File: config.mk
export PLATFORM = sky130hd
export DESIGN_NAME = stm_sweep
export DESIGN_NICKNAME = d
export VERILOG_FILES = /design/src/rtl/stm_sweep.sv
export SDC_FILE = /design/constraint.sdc
export NUM_CORES = 1
export LEC_CHECK = 0
export ABC_CLOCK_PERIOD_IN_PS = 8700
export CORE_MARGIN = 2
export CORE_UTILIZATION = 50
export CTS_CLUSTER_DIAMETER = 120
export DETAILED_ROUTE_END_ITERATION = 10
export PLACE_DENSITY = 0.77
export SKIP_LAST_GASP = 1
export SLEW_MARGIN = 20
export SYNTH_ARGS = -nofsm -noshare
export SYNTH_HDL_FRONTEND = slang
export SYNTH_SLANG_ARGS = --single-unit
File: constraint.sdc
create_clock -name clock -period 8.7 [get_ports clock]
set_input_delay 1.74 -clock clock [delete_from_list [all_inputs] [get_ports clock]]
set_output_delay 1.74 -clock clock [all_outputs]
set_load 0.02 [all_outputs]
File: src/rtl/stm_sweep.sv
// stm_sweep: parametrised sweep generator that moves x between runtime
// bounds lo and hi by a runtime step, in bounce (triangle) or sawtooth mode.
// Endpoint events produce registered one-cycle peak/floor pulses.
// Optional feature: define STM_SWEEP_DWELL_EN to hold x at each bounce
// endpoint for DWELL enabled cycles before turning around.
module stm_sweep #(
    parameter int WIDTH = 4,
    parameter int DWELL = 2
) (
    input  logic             clock,
    input  logic             reset,
    input  logic             en,
    input  logic             mode,
    input  logic [WIDTH-1:0] lo,
    input  logic [WIDTH-1:0] hi,
    input  logic [WIDTH-1:0] step,
    input  logic             load,
    input  logic [WIDTH-1:0] load_val,
    input  logic             load_dir,
    output logic [WIDTH-1:0] x,
    output logic             dir,
    output logic             peak,
    output logic             floor
);

`ifdef STM_SWEEP_DWELL_EN
    typedef enum logic [1:0] {
        DOWN = 2'd0,
        UP   = 2'd1,
        HOLD = 2'd2
    } state_t;

    localparam int CNT_W = (DWELL > 1) ? $clog2(DWELL) : 1;
    localparam logic [CNT_W-1:0] CNT_LAST = CNT_W'((DWELL > 0) ? DWELL - 1 : 0);
`else
    typedef enum logic {
        DOWN = 1'b0,
        UP   = 1'b1
    } state_t;

    localparam int dwell_unused = DWELL;
`endif

    state_t           state_q, state_d;
    logic [WIDTH-1:0] x_q, x_d;
    logic             peak_q, peak_d;
    logic             floor_q, floor_d;

`ifdef STM_SWEEP_DWELL_EN
    logic [CNT_W-1:0] cnt_q, cnt_d;
    logic             hold_top_q, hold_top_d;
`endif

    logic [WIDTH-1:0] step_eff;
    logic [WIDTH:0]   up_sum;
    logic [WIDTH:0]   down_diff;
    logic [WIDTH-1:0] up_val;
    logic [WIDTH-1:0] down_val;
    logic [WIDTH-1:0] load_clamped;

    // Arithmetic helpers: zero step acts as one, sums carry an extra bit so
    // the clamp catches overflow and the borrow bit catches underflow.
    always_comb begin
        step_eff  = (step == '0) ? WIDTH'(1) : step;
        up_sum    = {1'b0, x_q} + {1'b0, step_eff};
        down_diff = {1'b0, x_q} - {1'b0, step_eff};
        up_val    = (up_sum >= {1'b0, hi}) ? hi : up_sum[WIDTH-1:0];
        down_val  = (down_diff[WIDTH] || (down_diff[WIDTH-1:0] <= lo)) ? lo : down_diff[WIDTH-1:0];
        if (load_val < lo) begin
            load_clamped = lo;
        end else if (load_val > hi) begin
            load_clamped = hi;
        end else begin
            load_clamped = load_val;
        end
    end

    // State register: all sweep state, cleared asynchronously by low reset.
    always_ff @(posedge clock or negedge reset) begin
        if (!reset) begin
            state_q    <= DOWN;
            x_q        <= '0;
            peak_q     <= 1'b0;
            floor_q    <= 1'b0;
`ifdef STM_SWEEP_DWELL_EN
            cnt_q      <= '0;
            hold_top_q <= 1'b0;
`endif
        end else begin
            state_q    <= state_d;
            x_q        <= x_d;
            peak_q     <= peak_d;
            floor_q    <= floor_d;
`ifdef STM_SWEEP_DWELL_EN
            cnt_q      <= cnt_d;
            hold_top_q <= hold_top_d;
`endif
        end
    end

    // Next-state logic: load beats enable; enable runs bound recovery first,
    // then the per-mode sweep step and endpoint turnarounds.
    always_comb begin
        state_d    = state_q;
        x_d        = x_q;
        peak_d     = 1'b0;
        floor_d    = 1'b0;
`ifdef STM_SWEEP_DWELL_EN
        cnt_d      = cnt_q;
        hold_top_d = hold_top_q;
`endif
        if (load) begin
            x_d     = load_clamped;
            state_d = load_dir ? UP : DOWN;
`ifdef STM_SWEEP_DWELL_EN
            cnt_d   = '0;
`endif
        end else if (en) begin
            if (lo >= hi) begin
                x_d = lo;
            end else if (x_q < lo) begin
                x_d = lo;
            end else if (x_q > hi) begin
                x_d = hi;
            end else begin
                case (state_q)
                    UP: begin
                        if (x_q == hi) begin
                            if (mode) begin
                                x_d    = lo;
                                peak_d = 1'b1;
                            end else begin
`ifdef STM_SWEEP_DWELL_EN
                                if (DWELL > 0) begin
                                    state_d    = HOLD;
                                    hold_top_d = 1'b1;
                                    cnt_d      = '0;
                                end else begin
                                    state_d = DOWN;
                                    peak_d  = 1'b1;
                                end
`else
                                state_d = DOWN;
                                peak_d  = 1'b1;
`endif
                            end
                        end else begin
                            x_d = up_val;
                        end
                    end
                    DOWN: begin
                        if (mode) begin
                            state_d = UP;
                        end else if (x_q == lo) begin
`ifdef STM_SWEEP_DWELL_EN
                            if (DWELL > 0) begin
                                state_d    = HOLD;
                                hold_top_d = 1'b0;
                                cnt_d      = '0;
                            end else begin
                                state_d = UP;
                                floor_d = 1'b1;
                            end
`else
                            state_d = UP;
                            floor_d = 1'b1;
`endif
                        end else begin
                            x_d = down_val;
                        end
                    end
`ifdef STM_SWEEP_DWELL_EN
                    HOLD: begin
                        if (cnt_q == CNT_LAST) begin
                            cnt_d = '0;
                            if (hold_top_q) begin
                                state_d = DOWN;
                                peak_d  = 1'b1;
                            end else begin
                                state_d = UP;
                                floor_d = 1'b1;
                            end
                        end else begin
                            cnt_d = cnt_q + CNT_W'(1);
                        end
                    end
`endif
                    default: begin
                        state_d = DOWN;
                    end
                endcase
            end
        end
    end

    // Output logic: everything comes straight from registers.
    always_comb begin
        x     = x_q;
        dir   = (state_q == UP);
        peak  = peak_q;
        floor = floor_q;
    end

endmodule

==> flow_metrics.py <==
metrics = {
    "timing": {
        "final.setup.tns_ns": 0,
        "post-route-period-util": 0.588,
        "fmax_mhz": 196,
        "grt_setup_unrepaired": "false",
        "setup_viol": 0,
        "relSlewSlack": 0.475,
        "drv_slew": 0,
        "finalWorstSetupSlack_ns": 3.59,
        "min_period_ns": 5.11,
        "clock_skew_ns": 0.0109,
        "finalHoldViolations": 0,
        "tightest_slew_ns": 0.782,
    },
    "job": {
        "cap_violations": 0,
    },
    "clock_tree": {
        "holdBufCountCts": 0,
        "cts_max_level": 1,
        "clk_latency_ns": 0.27,
        "clock-sinks": 7,
        "clock_path_buffers": 2,
        "cts-root-buf": "clkbuf_4",
        "clk_pin_slew_ns": 0.06,
        "cts_setup_buffers": 0,
        "numCtsBuffers": 3,
        "cts_tree": "yes",
        "ctsResizeCount": 0,
    },
    "logic_synthesis": {
        "synthArstFlopShare": 1.00,
        "ys.flop_type": "dfrtp_1",
        "synth_edf_count": 0,
        "ys_warn_count": 0,
        "synth_cell_types": 45,
        "post_synth.cell_area_avg_sq_um": 8.44,
        "synthCells": 185,
        "syn_nets": 245,
        "ys_seq_elements": 7,
        "ys_seq_area_frac": 0.112,
        "synth_area_sq_um": 1560,
    },
    "min_path": {
        "whs_path_depth": 2,
        "hold_class": "register to register",
        "hold_end": "x[0]",
        "hp-start": "x[0]",
    },
    "critical_path": {
        "worstPathArrival_ns": 5.22,
        "crit_path_start_kind": "input pin",
        "cp_max_fo": 4,
        "r2r_cells": 11,
        "rr_startpoint": "x[2]",
        "required_ns": 8.81,
        "crit_start": "step[1]",
        "r2r_end": "x[0]",
        "crit_type": "input pin to register",
        "r2r_slack_ns": 5.25,
        "critPathCaptureType": "register",
    },
    "placement": {
        "dpl_cell_area_sq_um": 1860,
        "portBuffers": 28,
        "place_hpwl_um": 3930,
        "gp_congestion": 0.962,
        "dp_slack_ns": 3.32,
        "placed_cells": 242,
    },
    "routing": {
        "topRoutingLayerUsed": "met4",
        "met2_length_um": 2240,
        "vias": 1573,
        "wl_per_cell_um": 19.3,
        "post-route-drc-count": 0,
        "drt-initial-drc-count": 61,
        "drt-met1-wl_um": 1940,
        "met3_length_um": 372,
        "drt-total-wl_um": 4750,
        "antenna_left": 0,
        "via_per_inst": 6.39,
        "drt-pass1-iter-count": 4,
    },
    "floorplan": {
        "io_pins": 29,
        "fp-row-count": 20,
        "fp.dieW_um": 59.9,
        "dieArea_sq_um": 3590,
        "die_h_um": 59.9,
        "initial_utilization": 0.520,
        "core-area_sq_um": 3000,
    },
    "power_and_ir_drop": {
        "ir_worst_vdd_mv": 0.116,
        "totalPowerFinal_uw": 424,
        "p_int_uw": 200,
        "power.density_nw_per_um2": 225,
        "p_leak_uw": 0.000886,
        "p_switching_uw": 223,
        "pwr-share-clk": 0.076,
        "switching_share": 0.527,
        "p_comb_frac": 0.780,
        "power_frac_seq": 0.144,
    },
    "cells_and_area": {
        "fin_nets": 274,
        "antenna_cells": 0,
        "finalInstanceArea_sq_um": 1880,
        "fin_cells": 246,
        "area_growth_pct": 20.6,
        "final_layout_size_suffix_gt1_frac": 0.0610,
        "n_fill_cell": 273,
    },
    "grt": {
        "grt_pass1_wl_um": 7680,
        "grt_max_degree": 12,
        "track_usage": 0.289,
        "antenna_found_initial": 0,
        "overflow": 0,
        "first_global_vias": 1632,
    },
    "status": {
        "outcome": "finished clean",
    },
}
-- kinds of logic after synthesis --
kind of cell,count (synthesis),share of synthesized area
AO/OA/AOI/OAI,56,0.272
XOR/XNOR,4,0.0224
adder cells (fa/ha/maj),38,0.314
buffers and inverters,24,0.0649
flip-flops,7,0.112
multiplexers,7,0.0449
AND/OR/NAND/NOR,49,0.170
-- power by group through the flow --
stage	Sequential [uW]	Combinational [uW]	Clock [uW]
2_1_floorplan	60.8	236	0
3_3_place_gp	59.6	311	0
3_5_place_dp	60.7	328	0
4_1_cts	59.9	329	32.7
5_1_grt	62.0	366	34.6
6_report	60.9	331	32.2
-- worst max path at each step --
stage / end / slack (ns) / cells after the start
after CTS: x[0] / 3.59 / 14
after global routing: x[0] / 3.41 / 14
after global placement: x[0] / 3.48 / 13
after floorplan: x[0] / 4.30 / 12
after detailed placement: x[0] / 3.32 / 14
final: x[0] / 3.59 / 14
-- routing by layer --
layer  up-vias  global-route usage
li1        745                   -
met2        80               0.481
met5         -                   0
met3        22              0.0671
met1       726               0.346
met4         0               0.143
-- critical path, cell delays in order --
cell,delay [ns]
clkdlybuf4s50_1,0.53
inv_1,0.11
a31o_2,0.28
ha_1,0.22
fa_1,0.45
xnor2_1,0.33
ha_1,0.30
o211ai_1,0.09
a21oi_1,0.10
nor3_1,0.19
o21ai_1,0.17
a22o_1,0.33
a221oi_2,0.26
a31oi_1,0.12
-- metrics by stage --
stage / hold WS, ns / util
after floorplan: 0.663 / -
after global placement: 0.616 / 0.618
after detailed placement: 0.635 / 0.618
after CTS: 0.649 / 0.627
after global routing: 0.686 / 0.627
final: 0.655 / 0.627
-- synthesized netlist by cell type (2+ instances only) --
master / count / area [sq um]
xor2_1: 3 / 26.3
inv_1: 20 / 75.1
clkbuf_1: 2 / 7.51
a41oi_1: 2 / 17.5
nor2_1: 17 / 63.8
nand3_1: 2 / 10.0
nor3_1: 6 / 30.0
o211ai_1: 2 / 15.0
a21oi_2: 2 / 17.5
a21o_1: 2 / 15.0
o21a_1: 4 / 30.0
dfrtp_1: 7 / 175
o2bb2ai_1: 3 / 26.3
o21ai_1: 2 / 10.0
fa_1: 2 / 40.0
a221oi_2: 2 / 30.0
nand2_1: 12 / 45.0
mux2i_1: 7 / 70.1
ha_1: 36 / 450
a31oi_1: 4 / 25.0
o21ai_0: 5 / 25.0
nor2b_1: 2 / 12.5
o221ai_1: 2 / 17.5
a21oi_1: 11 / 55.1
nand3b_1: 2 / 15.0
a22o_1: 7 / 61.3
-- registers in the layout (all words and copies together) (netlist names) --
| register | count |
|---|---|
| x | 4 |
| peak | 1 |
| floor | 1 |
| dir | 1 |
-- cells in the final DEF (no fill, tap or decap), drive strengths merged, types with 4 or more instances in the layout --
cell type	netlist	routed
a21oi	13	13
a22o	7	7
a31oi	4	4
clkbuf	2	4
clkdlybuf4s50	0	28
dfrtp	7	7
ha	36	36
inv	20	20
mux2i	7	7
nand2	12	12
nor2	17	17
nor3	6	6
o21a	4	4
o21ai	7	7
-- layout make-up --
class	count	area (sq um)	share of cell area
Sequential cell	7	175	0.0930
Timing Repair Buffer	28	280	0.149
Inverter	20	75.1	0.0399
Clock buffer	4	26.3	0.0140
Tap cell	33	41.3	0.0219
Multi-Input combinational cell	154	1280	0.682
No activity file was read; power rests on OpenSTA's default activity.
